<file path="src/rtl/dcf77_pkg.sv">
// dcf77_pkg: DCF77 time record, frame bit positions, FSM states and frame builder.
package dcf77_pkg;
  typedef struct packed {
    logic [6:0] minute;
    logic [5:0] hour;
    logic [5:0] day;
    logic [2:0] weekday;
    logic [4:0] month;
    logic [7:0] year;
  } dcf77_time_t;
  typedef enum logic [1:0] {S_IDLE, S_GAP, S_MARK, S_SPACE} dcf77_state_t;
  localparam int DCF_START = 0;
  localparam int DCF_TIME = 20;
  localparam int DCF_MIN_P = 28;
  localparam int DCF_HOUR_P = 35;
  localparam int DCF_DATE_P = 58;
  function automatic logic [58:0] build_frame(dcf77_time_t t, logic [18:0] misc);
    logic [58:0] f;
    f = '0;
    f[19:1] = misc;
    f[DCF_TIME] = 1'b1;
    f[27:21] = t.minute;
    f[DCF_MIN_P] = ^t.minute;
    f[34:29] = t.hour;
    f[DCF_HOUR_P] = ^t.hour;
    f[41:36] = t.day;
    f[44:42] = t.weekday;
    f[49:45] = t.month;
    f[57:50] = t.year;
    f[DCF_DATE_P] = ^f[57:36];
    f[DCF_START] = 1'b0;
    return f;
  endfunction
endpackage

</file>
<file path="src/rtl/dcf77_tick_gen.sv">
// dcf77_tick_gen: one-cycle tick every DIV clocks, phase restarted by i_clr.
module dcf77_tick_gen #(
  parameter int DIV = 24000
) (
  input  logic clk,
  input  logic reset,
  input  logic i_clr,
  output logic o_tick
);
  localparam int W = $clog2(DIV + 1);
  logic [W-1:0] r_cnt;
  assign o_tick = r_cnt == W'(DIV - 1);
  always_ff @(posedge clk) begin
    if (reset || i_clr) r_cnt <= '0;
    else r_cnt <= o_tick ? '0 : r_cnt + 1'b1;
  end
endmodule

</file>
<file path="src/rtl/dcf77_transmitter.sv">
// dcf77_transmitter: serializes a loaded BCD time/date into the DCF77 minute frame
// as a demodulated 100/200 ms pulse stream.
module dcf77_transmitter
  import dcf77_pkg::*;
#(
  parameter int CLK_FREQ  = 24_000_000,
  parameter int PULSE0_MS = 100,
  parameter int PULSE1_MS = 200,
  parameter int SECOND_MS = 1000
) (
  input  logic        clk,
  input  logic        reset,
  input  logic        enable,
  input  logic        load,
  input  logic [18:0] misc,
  input  logic [6:0]  minute,
  input  logic [5:0]  hour,
  input  logic [5:0]  day,
  input  logic [2:0]  weekday,
  input  logic [4:0]  month,
  input  logic [7:0]  year,
  output logic        next_req,
  output logic [5:0]  second,
  output logic        tx
);
  localparam int MSW = $clog2(SECOND_MS);
  dcf77_state_t r_state, w_next;
  dcf77_time_t  w_time, r_shadow;
  logic [18:0]  r_misc;
  logic [58:0]  r_frame;
  logic [MSW-1:0] r_ms, w_ms, w_ms_inc, w_width;
  logic [5:0] w_sec;
  logic w_tick, w_req, w_copy;
  dcf77_tick_gen #(.DIV(CLK_FREQ / 1000)) u_tick (
    .clk(clk),
    .reset(reset),
    .i_clr(r_state == S_IDLE),
    .o_tick(w_tick)
  );
  assign w_time = {minute, hour, day, weekday, month, year};
  assign w_ms_inc = r_ms + 1'b1;
  assign w_width = r_frame[second] ? MSW'(PULSE1_MS) : MSW'(PULSE0_MS);
  always_comb begin
    w_next = r_state;
    w_ms = r_ms;
    w_sec = second;
    w_req = 1'b0;
    w_copy = 1'b0;
    if (!enable) begin
      w_next = S_IDLE;
      w_ms = '0;
    end else begin
      case (r_state)
        S_IDLE: begin
          w_next = S_GAP;
          w_ms = '0;
          w_sec = 6'd59;
          w_req = 1'b1;
        end
        S_GAP: if (w_tick) begin
          w_ms = w_ms_inc;
          if (r_ms == MSW'(SECOND_MS - 1)) begin
            w_next = S_MARK;
            w_ms = '0;
            w_sec = '0;
            w_copy = 1'b1;
          end
        end
        S_MARK: if (w_tick) begin
          w_ms = w_ms_inc;
          if (w_ms_inc == w_width) w_next = S_SPACE;
        end
        S_SPACE: if (w_tick) begin
          w_ms = w_ms_inc;
          if (r_ms == MSW'(SECOND_MS - 1)) begin
            w_ms = '0;
            w_next = (second == 6'd58) ? S_GAP : S_MARK;
            w_sec = (second == 6'd58) ? 6'd59 : second + 1'b1;
            w_req = second == 6'd58;
          end
        end
        default: w_next = S_IDLE;
      endcase
    end
  end
  always_ff @(posedge clk) begin
    if (reset) begin
      r_state <= S_IDLE;
      r_ms <= '0;
      second <= '0;
      next_req <= 1'b0;
      tx <= 1'b0;
      r_shadow <= '0;
      r_misc <= '0;
      r_frame <= '0;
    end else begin
      r_state <= w_next;
      r_ms <= w_ms;
      second <= w_sec;
      next_req <= w_req;
      tx <= w_next == S_MARK;
      if (load) begin
        r_shadow <= w_time;
        r_misc <= misc;
      end
      // a load landing on the copy edge goes straight into the frame
      if (w_copy) r_frame <= load ? build_frame(w_time, misc) : build_frame(r_shadow, r_misc);
    end
  end
endmodule

</file>
<file path="config.mk">
export PLATFORM = sky130hd
export DESIGN_NAME = dcf77_transmitter
export DESIGN_NICKNAME = d
export VERILOG_FILES = /design/src/rtl/dcf77_pkg.sv /design/src/rtl/dcf77_tick_gen.sv /design/src/rtl/dcf77_transmitter.sv
export SDC_FILE = /design/constraint.sdc
export NUM_CORES = 1
export LEC_CHECK = 0
export CORE_MARGIN = 5
export CORE_UTILIZATION = 46
export DETAILED_ROUTE_END_ITERATION = 7
export HOLD_SLACK_MARGIN = 0.06
export PLACE_DENSITY = 0.69
export SLEW_MARGIN = 15
export SYNTH_ARGS = -nofsm -noshare
export SYNTH_HDL_FRONTEND = slang
export SYNTH_SLANG_ARGS = --single-unit
</file>
<file path="constraint.sdc">
create_clock -name clk -period 2.4 [get_ports clk]
set_input_delay 0.36 -clock clk [delete_from_list [all_inputs] [get_ports clk]]
set_output_delay 0.36 -clock clk [all_outputs]
set_load 0.01 [all_outputs]
</file>
After elaboration in Yosys (flattened, before gate mapping)
Index checks and enable logic that the tools add are counted.
{"block": "totals", "reg_bits": 148, "input_bits": 58, "wordCells": 77}
{"block": "op_classes", "n_addsub": 3, "n_lt_le_gt_ge": 1, "eq_ne": 14, "mux": 30, "bitwise_logic": 1, "reduce_logical": 14}
{"op": "2-to-1 mux 59 bit", "count": 1}
{"op": "XOR reduction 22 bit", "count": 2}
{"op": "2-to-1 mux 10 bit", "count": 3}
{"op": "2-to-1 mux 6 bit", "count": 5}
{"op": "one-hot mux 10 bit (3 select lines)", "count": 1}
{"op": "one-hot mux 6 bit (3 select lines)", "count": 1}
{"op": "2-to-1 mux 2 bit", "count": 8}
{"op": "adder 15 x 1 -> 15 bit, second input constant", "count": 1}
{"op": "== test 15 bit, second input constant", "count": 1}
{"op": "XOR reduction 7 bit", "count": 2}
{"op": "XOR reduction 6 bit", "count": 2}
{"op": "adder 10 x 1 -> 10 bit, second input constant", "count": 1}
{"op": "== test 10 bit, second input constant", "count": 1}
{"op": "== test 10 x 8 -> 1 bit", "count": 1}
{"op": "2-to-1 mux 8 bit", "count": 1}
{"op": "!= test 2 x 1 -> 1 bit, second input constant", "count": 4}
{"op": "one-hot mux 2 bit (4 select lines)", "count": 1}
{"op": "< comparator 6 x 7 -> 1 bit, second input constant", "count": 1}
{"op": "2-to-1 mux 1 bit", "count": 7}
{"op": "adder 6 x 1 -> 6 bit, second input constant", "count": 1}
{"op": "binary-select mux 1 bit (select 6 bit)", "count": 1}
{"op": "== test 2 bit, second input constant", "count": 3}
{"op": "== test 6 bit, second input constant", "count": 1}
{"op": "AND reduction 6 bit", "count": 1}
{"op": "9 further kinds", "count": 12}

Logic depth before layout (Yosys ltp)
Gate-level depths: netlist of run 1.
{"block": "logic_depth", "ltp_word": 9, "depth_mapped": 11, "mapped_depth_nobuf": 8}

By module
A second synthesis of run 1 with hierarchy kept.
{"block": "unflattened", "cells_unflattened": 728, "area_unflattened_um2": 6999.2}
{"mod": "dcf77_transmitter", "instances": 1, "cells_each": 653, "area_each_um2": 6311.1, "seq_area_each_um2": 2642.5}
{"mod": "dcf77_tick_gen", "instances": 1, "cells_each": 75, "area_each_um2": 688.2, "seq_area_each_um2": 300.3}

Least setup slack after synthesis of run 1
OpenSTA, ideal clock, no wires.
{"block": "synth_path", "kind": "register to register", "startpoint": "register second[0]", "endpoint": "register r_state[0]", "t_arrival_ns": 2.257, "slack_ns": 0.042, "stages_incl_launch_ff": 7, "cell_sequence": "dfxtp_1 buf_2 mux4_2 a2111o_1 a32oi_1 mux2i_1 o41ai_1"}
{"block": "synth_between", "elab_chain_len": 8, "elab_cells_between_ends": 12, "cone_classes": "2 x eq/ne; 10 x mux"}
{"item": "from (decl)", "line_no": "dcf77_transmitter.sv:23", "text": "output logic [5:0] second,"}
{"item": "from (signal assigned)", "line_no": "dcf77_transmitter.sv:99", "text": "second <= w_sec;"}
{"item": "binary-select mux 1 bit (select 6 bit)", "line_no": "dcf77_transmitter.sv:42", "text": "assign w_width = r_frame[second] ? MSW'(PULSE1_MS) : MSW'(PULSE0_MS);"}
{"item": "2-to-1 mux 1 bit (not written as such)", "line_no": "dcf77_transmitter.sv:42"}
{"item": "2-to-1 mux 8 bit", "line_no": "dcf77_transmitter.sv:42"}
{"item": "== test 10 x 8 -> 1 bit", "line_no": "dcf77_transmitter.sv:71", "text": "if (w_ms_inc == w_width) w_next = S_SPACE;"}
{"item": "2-to-1 mux 2 bit", "line_no": "dcf77_transmitter.sv:71"}
{"item": "2-to-1 mux 2 bit", "line_no": "dcf77_transmitter.sv:69", "text": "S_MARK: if (w_tick) begin"}
{"item": "one-hot mux 2 bit (4 select lines) *", "line_no": "dcf77_transmitter.sv:53", "text": "case (r_state)"}
{"item": "2-to-1 mux 2 bit *", "line_no": "dcf77_transmitter.sv:49", "text": "if (!enable) begin"}
{"item": "to (signal assigned)", "line_no": "dcf77_transmitter.sv:97", "text": "r_state <= w_next;"}
{"item": "to (decl)", "line_no": "dcf77_transmitter.sv:27", "text": "dcf77_state_t r_state, w_next;"}
Every way passes the cells marked *; elsewhere a longest branch is shown, timed or not. The select of a mux whose other input is x is not followed.
A chain may end at the register's enable or synchronous reset.

Worst setup path after layout of run 1
{"block": "layout_path", "startpoint": "register second[0]", "endpoint": "register tx"}
{"block": "layout_between", "elab_chain_len": 9, "elab_cells_between_ends": 13, "cone_classes": "3 x eq/ne; 10 x mux"}
{"item": "binary-select mux 1 bit (select 6 bit)", "line_no": "dcf77_transmitter.sv:42"}
{"item": "2-to-1 mux 1 bit (not written as such)", "line_no": "dcf77_transmitter.sv:42"}
{"item": "2-to-1 mux 8 bit", "line_no": "dcf77_transmitter.sv:42"}
{"item": "== test 10 x 8 -> 1 bit", "line_no": "dcf77_transmitter.sv:71"}
{"item": "2-to-1 mux 2 bit", "line_no": "dcf77_transmitter.sv:71"}
{"item": "2-to-1 mux 2 bit", "line_no": "dcf77_transmitter.sv:69"}
{"item": "one-hot mux 2 bit (4 select lines) *", "line_no": "dcf77_transmitter.sv:53"}
{"item": "2-to-1 mux 2 bit *", "line_no": "dcf77_transmitter.sv:49"}
{"item": "== test 2 bit *", "line_no": "dcf77_transmitter.sv:101", "text": "tx <= w_next == S_MARK;"}
{"item": "to (signal assigned)", "line_no": "dcf77_transmitter.sv:92", "text": "tx <= 1'b0;"}
{"item": "to (signal assigned)", "line_no": "dcf77_transmitter.sv:101"}
{"item": "to (decl)", "line_no": "dcf77_transmitter.sv:24", "text": "output logic tx"}
Marked as above.

==> reports/summary.txt, run 1 <==
Status: finished, final reports clean
Top-count cell post-synth: dfxtp_1
RePlAce Congestion: 0.7936
Synth top cells by count: dfxtp_1, nand2_1, a21oi_1
Crit path time final: 2.275 ns
Die ar.: 18,050 µm²
Setup TNS: 0 ns
Pin slew with the least headroom to its limit: 0.5405 ns
I/O pin cnt: 66
H-tree depth: 4
Setup WS post-layout: 0.1253 ns
Top cell type by total area after synthesis: dfxtp_1
Largest family of logic cells by synthesized area: simple AND/OR/NAND/NOR gates
# diodes: 0
Netlist cell types: 53
1st-pass router iterations: 5
Antenna-violating nets left: 0
Pre-CTS setup slack: 0.03634 ns
WL/cell: 14.26 µm
CP Class: flip-flop to flip-flop
Simple-gate area share of the yosys netlist: 20.75%
Non-filler cells, final: 1,051
Hold WC Path Type: primary input to flip-flop
Routed vias/inst: 5.211
Initial antenna violation count: 0
Final period utilization: 94.78%
Synthesized flop and latch total: 147
DRC viols: 0
Xor and xnor area share after synthesis: 9.849%
CTS Root Cell: clkbuf_16
Clock Sinks: 147
Crit-path cells: buf_4 -> mux4_2 -> nor4b_1 -> a31oi_1 -> a32oi_2 -> mux2i_1 -> nand4_1 -> nand3_1
Via count: 5,477
DP Cell Count: 1,015
Crit Path Max Fanout: 8
First-pass GRT wire length: 25,480 µm
Pwr per Cell Area: 681.3 nW/µm²
Number of flops mapped to enable cells by yosys: 0
Fmax: 0.4396 GHz
Aggregate global routing overflow: 0
Register area share after synthesis: 41.36%
Largest net degree at the start of global routing: 120
Adder-cell share of the synthesized area: 1.407%
Synthesized area: 7114 µm²
Number of global-route vias before repair: 5,355
Top FF cell, synth: dfxtp_1
Arr. time, crit path: 2.64 ns
Nets: 916
Final Hold Vio Count: 0
Critical path startpoint category: flip-flop
Critical Path RT: 2.76 ns
Max Cap Viol: 0
Max incr delay on CP: 0.52 ns
Worst hold margin: 0.3265 ns
Worst Setup End Kind: flip-flop
YS warnings: 0
Power, Total: 5.914 mW
Slew Limit Headroom: 63.92%
Buffer depth of the longest clock path: 2
Clk pin slew, worst setup/hold paths: 0.06 ns
Post-synthesis compound-gate area fraction: 9.690%
Post-synthesis mux area share: 13.51%
Fin. max-slew vios: 0
RSZ-0062 raised after global routing: no
Clock Latency Late Sink: 0.42 ns
CP max-delay cell: mux4_2
Post-DP HPWL: 10,100 µm
Number of port buffers: 65
CTS Buf Count: 17
FP Rows: 45
Mean Syn Cell Area: 9.005 µm²
Post-Synthesis Cells: 790
FFs w/ async S/R, synth: 0%
Final setup viols: 0
Post-Syn Nets: 856
Crit path buffers/inverters: 1
Share of layout cells above drive strength 1: 15.76%
Die height: 134.4 µm
Maximum vdd drop: 632.4 µV
Gr usage total: 17.42%
# hold bufs at CTS: 0
Die Wd: 134.4 µm
CTS tree: yes
Largest cells by area after synthesis: dfxtp_1, xnor2_1, nand2_1
Synth top area share: 41.36%
Initial Util: 46.80%
Routed wire length: 14,990 µm
Synth-to-Final Area Change: 22.02%
Leak: 3.102 nW
Core ar.: 15,200 µm²
Setup Skew: 0.004061 ns
Iter 0 DRT Violations: 397
CP top delay family: multiplexers
cell usage in the layout, fill, tap and decap left out, types with 8 or more instances in the layout:
| cell | n |
|---|---|
| xor2_1 | 18 |
| inv_1 | 8 |
| clkdlybuf4s50_1 | 63 |
| nand3_1 | 13 |
| mux2i_1 | 24 |
| nand2b_1 | 19 |
| clkbuf_16 | 17 |
| mux2_2 | 38 |
| nor2b_1 | 41 |
| mux4_2 | 13 |
| dfxtp_1 | 143 |
| a21oi_1 | 79 |
| o21ai_0 | 14 |
| nand3b_1 | 9 |
| buf_4 | 25 |
| xnor2_1 | 62 |
| nor2_1 | 52 |
| nand2_1 | 115 |
per-stage QoR:
step	util (%)	area, µm²
floorplan	-	7114
global route	57.10	8681
detailed placement	52.86	8035
CTS	56.77	8630
finish	57.10	8681
global placement	52.86	8035
sequential cells by signal, summed over array words and instances (netlist names):
signal and flops:
r_misc 19, u_tick.r_cnt 15, r_state 2, tx 1, r_frame 58, r_shadow 35
second 6, next_req 1, r_ms 10
final cells by class:
type	instances	area, µm²
multi-input cells	582	3958
fillers	1341	6521
repair buffers	94	923.4
flip-flops and latches	147	2948
well taps	188	235.2
clock buffers	20	456.7
inverters	8	30.03
clock inverters	12	130.1
worst reg2reg max path, delay by kind of cell (launching register included):
family | cells | cell delay, ns
compound gates | 2 | 0.38
buf+inv | 1 | 0.20
flops | 1 | 0.35
mux | 2 | 0.79
simple gates | 3 | 0.49
repair_timing:
item	in CTS	in global routing
setup buffers	0	4
gates resized for setup	1	8
pin swaps	0	3
setup endpoints to repair	1	59
path summary, 6_finish.rpt:
| kind | slack, ns | depth (start not counted) | from | end |
|---|---|---|---|---|
| worst max-delay path | 0.13 | 8 | second[0]$_SDFFE_PP0P_ | tx$_SDFF_PP0_ |
| worst min-delay path | 0.33 | 3 | reset | u_tick.r_cnt[1]$_SDFF_PP0_ |
| worst max register to register | 0.13 | 8 | second[0]$_SDFFE_PP0P_ | tx$_SDFF_PP0_ |
| worst min register to register | 0.45 | 2 | r_frame[50]$_SDFFE_PP0P_ | r_frame[50]$_SDFFE_PP0P_ |
metal layers:
layer  vias up  wire (µm)  GRT usage [%]
li1       2811          -              -
met1      2559       6989          22.61
met2        89       7234          28.27
met3        18        527          4.501
met4         0        239          5.995
met5         -          0              0
cells by family (layout without fill, tap and decap cells):
kind of cell	Yosys count	count (layout)
xor gates and xnor gates	80	80
adders and majority gates	8	8
DFF	147	147
buffers and inverters	61	134
AOI/OAI and AO/OA	121	121
and+or+nand+nor	298	298
muxes	75	75
power by group:
part | internal (mW) | total (mW) | switching (mW)
Sequential | 2.50 | 2.55 | 0.0463
Clock | 1.58 | 2.63 | 1.05
Combinational | 0.415 | 0.733 | 0.318
Total | 4.50 | 5.91 | 1.41
(Power assumes the default switching activity.)
==> run 2: changes to the inputs <==
Settings changed: CORE_MARGIN 5 to 2.
==> run 2 against run 1 <==
Effect of this change:
- worst setup slack gained 0.027 ns
- design area grew 0.72%
- clock power grew 9.9%
- first-iteration DRC count shrank 14%
- register-to-register slack gained 0.03 ns
- highest routed layer unchanged
==> reports/summary.txt, run 2 (same netlist as run 1, synthesis figures left out) <==
Synth-to-Final Area Change: 22.90%
CTS Root Cell: clkbuf_16
Maximum vdd drop: 611.1 µV
Power Internal: 4.729 mW
Nets: 913
Comb power frac: 11.7%
RePlAce Congestion: 0.8844
First-pass GRT wire length: 24,670 µm
1st-pass router iterations: 5
Clock power share: 46.9%
Slew Limit Headroom: 56.93%
Fin util: 57.73%
# diodes: 0
Number of global-route vias before repair: 5,238
Largest net degree at the start of global routing: 121
Aggregate global routing overflow: 0
DP Cell Count: 1,015
DRC viols: 0
Sw Pwr: 1.433 mW
Clock Sinks: 147
Hold WC Path Type: primary input to flip-flop
Crit path time final: 2.248 ns
Pwr per Cell Area: 704.7 nW/µm²
Routed wire length: 14,510 µm
Via count: 5,529
Crit-path cells: buf_6 -> buf_4 -> mux4_2 -> a21o_1 -> a32o_2 -> a32oi_2 -> mux2i_2 -> nand4_1 -> nand3_1
Crit Path Max Fanout: 3
Most flops, register: r_frame
Setup WS post-layout: 0.1519 ns
Final period utilization: 93.67%
Die ar.: 16,480 µm²
Final setup viols: 0
Clock Latency Late Sink: 0.43 ns
Pre-CTS setup slack: 0.04406 ns
Core ar.: 15,150 µm²
Fin. max-slew vios: 0
Die Wd: 128.4 µm
Max incr delay on CP: 0.50 ns
Leak: 3.122 nW
Final Hold Vio Count: 0
Iter 0 DRT Violations: 343
CP Class: flip-flop to flip-flop
Initial Util: 46.97%
Antenna-violating nets left: 0
WL/cell: 13.85 µm
Post-DP HPWL: 9732 µm
Routed vias/inst: 5.276
I/O pin cnt: 66
Crit path buffers/inverters: 2
# hold bufs at CTS: 0
Largest regs: r_frame x58, r_shadow x35, r_misc x19
Status: finished, final reports clean
Gr usage total: 18.46%
Clk pin slew, worst setup/hold paths: 0.06 ns
CTS tree: yes
Pin slew with the least headroom to its limit: 0.6452 ns
Critical path startpoint category: flip-flop
Buffer depth of the longest clock path: 2
Arr. time, crit path: 2.61 ns
Critical Path RT: 2.76 ns
Fmax: 0.4448 GHz
Sequential share of power: 41.4%
Non-filler cells, final: 1,048
FP Rows: 45
CP top delay family: multiplexers
Max Cap Viol: 0
Number of port buffers: 65
Die height: 128.4 µm
Share of layout cells above drive strength 1: 15.70%
Max reg flops: 58
CP max-delay cell: mux4_2
Initial antenna violation count: 0
Switch share: 23.26%
Leading cell type in the layout, fill and taps excluded: dfxtp_1
Commonest cells after routing, fill and taps aside: dfxtp_1, nand2_1, a21oi_1, clkdlybuf4s50_1, xnor2_1
Worst Setup End Kind: flip-flop
Setup Skew: 0.01238 ns
CTS Buf Count: 17
H-tree depth: 4
run 2: changes by cell type in the layout (fill, tap and decap cells not counted), moves of 2 or more:
cell,change
buf_6,+2
bufinv_16,+2
buf_4,-5
dfxtp_1,+2
dfxtp_2,-3
clkinvlp_4,-2
inv_8,+2
clkinv_2,-2
run 2: worst paths after layout:
path / from / to / slack, ns / depth (start not counted)
hold / removal: reset / r_state[1]$_SDFF_PP0_ / 0.42 / 4
setup reg to reg: second[0]$_SDFFE_PP0P_ / tx$_SDFF_PP0_ / 0.15 / 9
hold reg to reg: r_frame[31]$_SDFFE_PP0P_ / r_frame[31]$_SDFFE_PP0P_ / 0.45 / 2
setup / recovery: second[0]$_SDFFE_PP0P_ / tx$_SDFF_PP0_ / 0.15 / 9
run 2: repair_timing:
action / CTS / global route
resized for setup: 2 / 12
pin swaps: 0 / 6
setup buffers: 0 / 1
gates cloned: 0 / 0
setup endpoints to repair: 1 / 47
run 2: stage by stage:
step | cell area, µm² | setup TNS (ns) | hold WS, ns | power (mW)
finish | 8743 | 0 | 0.4190 | 6.162
global route | 8743 | -0.01096 | 0.4384 | 6.390
CTS | 8693 | 0 | 0.4173 | 6.224
detailed placement | 8035 | 0 | 0.4434 | 3.332
global placement | 8035 | 0 | 0.4370 | 3.324
floorplan | 7114 | 0 | 0.4287 | 3.094
run 2: power by group through the flow:
stage,registers (mW),clock network (mW),logic [mW]
after floorplan,2.59,0,0.506
after global placement,2.60,0,0.720
final,2.55,2.89,0.721
after detailed placement,2.61,0,0.726
after CTS,2.55,2.94,0.732
after global routing,2.56,3.04,0.789
run 2: per-layer routing:
metal,part of all wire [%],track usage [%],wire length [µm]
met1,48,23.93,6980
met2,48,30.73,6922
met3,3.3,4.948,480
met4,0.89,4.654,129
met5,0,0,0
run 2: cell type report:
cell class | instances | area [µm²]
Fill cell | 1323 | 6402
Timing Repair Buffer | 91 | 908.4
Clock buffer | 19 | 452.9
Multi-Input combinational cell | 582 | 3973
Inverter | 8 | 30.03
Tap cell | 188 | 235.2
Sequential cell | 147 | 2948
Clock inverter | 13 | 196.4
run 2: worst min-delay path: stages:
cell and delay, ns:
buf_4 0.10, nand2b_1 0.13, a311o_1 0.14, a21oi_2 0.05
==> run 3: changes to the inputs <==
Settings changed: CORE_ASPECT_RATIO from default to 0.7.
==> run 3 against run 2 <==
Effect of this change:
- register-to-register slack worse by 0.03 ns
- sequential share of layout area up 0.13 points
- critical endpoint unchanged
- via count up 0.85%
- design area down 0.46%
==> reports/summary.txt, run 3 (same netlist as run 1, synthesis figures left out) <==
Status: finished, final reports clean
Gr usage total: 19.27%
Setup Skew: 0.009783 ns
Max reg flops: 58
First-pass GRT wire length: 26,250 µm
Pwr per Cell Area: 695.7 nW/µm²
Die Wd: 152.6 µm
WL/cell: 14.91 µm
# hold bufs at CTS: 0
CTS Root Cell: clkbuf_16
Share of layout cells above drive strength 1: 15.37%
CP max-delay cell: mux4_2
Multi-input gate area: 3965 µm²
Final period utilization: 95.00%
Routed vias/inst: 5.290
# diodes: 0
Worst Setup End Kind: flip-flop
Clk pin slew, worst setup/hold paths: 0.06 ns
Slew Limit Headroom: 56.35%
Final Hold Vio Count: 0
DP Cell Count: 1,020
Pin slew with the least headroom to its limit: 0.6539 ns
Buffer depth of the longest clock path: 2
Largest regs: r_frame x58, r_shadow x35, r_misc x19
Arr. time, crit path: 2.64 ns
Leading cell type in the layout, fill and taps excluded: dfxtp_1
Critical Path RT: 2.76 ns
Most flops, register: r_frame
Commonest cells after routing, fill and taps aside: dfxtp_1, nand2_1, a21oi_1, clkdlybuf4s50_1, xnor2_1
Clock Latency Late Sink: 0.42 ns
Setup WS post-layout: 0.1199 ns
Fin. max-slew vios: 0
Max incr delay on CP: 0.52 ns
1st-pass router iterations: 5
I/O pin cnt: 66
Aggregate global routing overflow: 0
Crit path time final: 2.280 ns
Antenna-violating nets left: 0
Synth-to-Final Area Change: 22.34%
Fillers: 1,265
Initial antenna violation count: 0
Via count: 5,576
Final setup viols: 0
Crit Path Max Fanout: 6
Die ar.: 16,490 µm²
Leak: 3.089 nW
Power, Total: 6.055 mW
FP Rows: 37
Hold WC Path Type: primary input to flip-flop
Core ar.: 14,910 µm²
Setup TNS: 0 ns
Routed wire length: 15,710 µm
DRC viols: 0
Max Cap Viol: 0
Critical path startpoint category: flip-flop
Number of global-route vias before repair: 5,503
H-tree depth: 4
Clock Sinks: 147
Post-DP HPWL: 10,770 µm
Fmax: 0.4386 GHz
Non-filler cells, final: 1,054
Die height: 108.1 µm
CP Class: flip-flop to flip-flop
Crit-path cells: buf_4 -> mux4_2 -> a2111o_1 -> a32oi_2 -> mux2i_1 -> nand4_1 -> nand3_1
Maximum vdd drop: 504.8 µV
Iter 0 DRT Violations: 402
Register area: 2945 µm²
Pre-CTS setup slack: 0.06753 ns
Initial Util: 47.73%
Nets: 912
Number of port buffers: 65
RePlAce Congestion: 0.8936
CTS tree: yes
Largest net degree at the start of global routing: 101
CTS Buf Count: 17
==> run 3: changes by cell type in the layout (fill, tap and decap cells not counted), sizes merged <==
cell and delta:
clkinv +1, clkinvlp +1, buf -2, bufinv -1
==> run 3: layer usage <==
metal | vias up | share of wire [%] | global-route usage, %
met2 | 132 | 45 | 31.33
met5 | - | 0 | 0
met1 | 2627 | 50 | 26.25
met3 | 21 | 3.9 | 4.369
met4 | 0 | 1.3 | 4.828
li1 | 2796 | - | -
==> run 3: worst max-delay path: cells and delay by family, from the launching register on <==
| kind | cells | cell delay (ns) |
|---|---|---|
| flops | 1 | 0.37 |
| buf+inv | 1 | 0.18 |
| compound gates | 2 | 0.66 |
| simple gates | 2 | 0.21 |
| mux | 2 | 0.80 |
==> run 3: cell type report <==
| class | count | share of cell area [%] |
|---|---|---|
| well taps | 195 | 2.803 |
| multi-input cells | 582 | 45.56 |
| flip-flops and latches | 147 | 33.84 |
| clock inverters | 14 | 2.041 |
| repair buffers | 90 | 10.37 |
| inverters | 8 | 0.3450 |
| clock buffers | 18 | 5.046 |
==> run 3: worst paths after layout <==
| path | from | endpoint | slack [ns] | depth (start not counted) |
|---|---|---|---|---|
| worst max-delay path | second[0]$_SDFFE_PP0P_ | tx$_SDFF_PP0_ | 0.12 | 7 |
| worst min-delay path | reset | r_shadow[26]$_SDFFE_PP0P_ | 0.30 | 2 |
| worst max register to register | second[0]$_SDFFE_PP0P_ | tx$_SDFF_PP0_ | 0.12 | 7 |
| worst min register to register | r_frame[25]$_SDFFE_PP0P_ | r_frame[25]$_SDFFE_PP0P_ | 0.45 | 2 |
==> run 3: report_power, final <==
part | internal (mW) | total [mW] | switching, mW
Combinational | 0.410 | 0.737 | 0.327
Sequential | 2.50 | 2.55 | 0.0493
Clock | 1.68 | 2.77 | 1.09
Total | 4.59 | 6.05 | 1.46
==> run 3: repair_timing <==
action / CTS / global route
gates resized for setup: 1 / 11
hold endpoints to repair: 0 / 0
setup buffers: 0 / 1
pin swaps: 0 / 5
cloned: 0 / 1
endpoints found under the setup margin: 1 / 55
==> run 3: metrics by stage <==
stage	utilization, %	hold WS (ns)	area (µm²)
finish	58.39	0.3001	8703
CTS	57.92	0.2853	8635
global placement	53.78	0.4382	8016
floorplan	-	0.4287	7114
global route	58.39	0.3034	8703
detailed placement	53.78	0.4457	8016
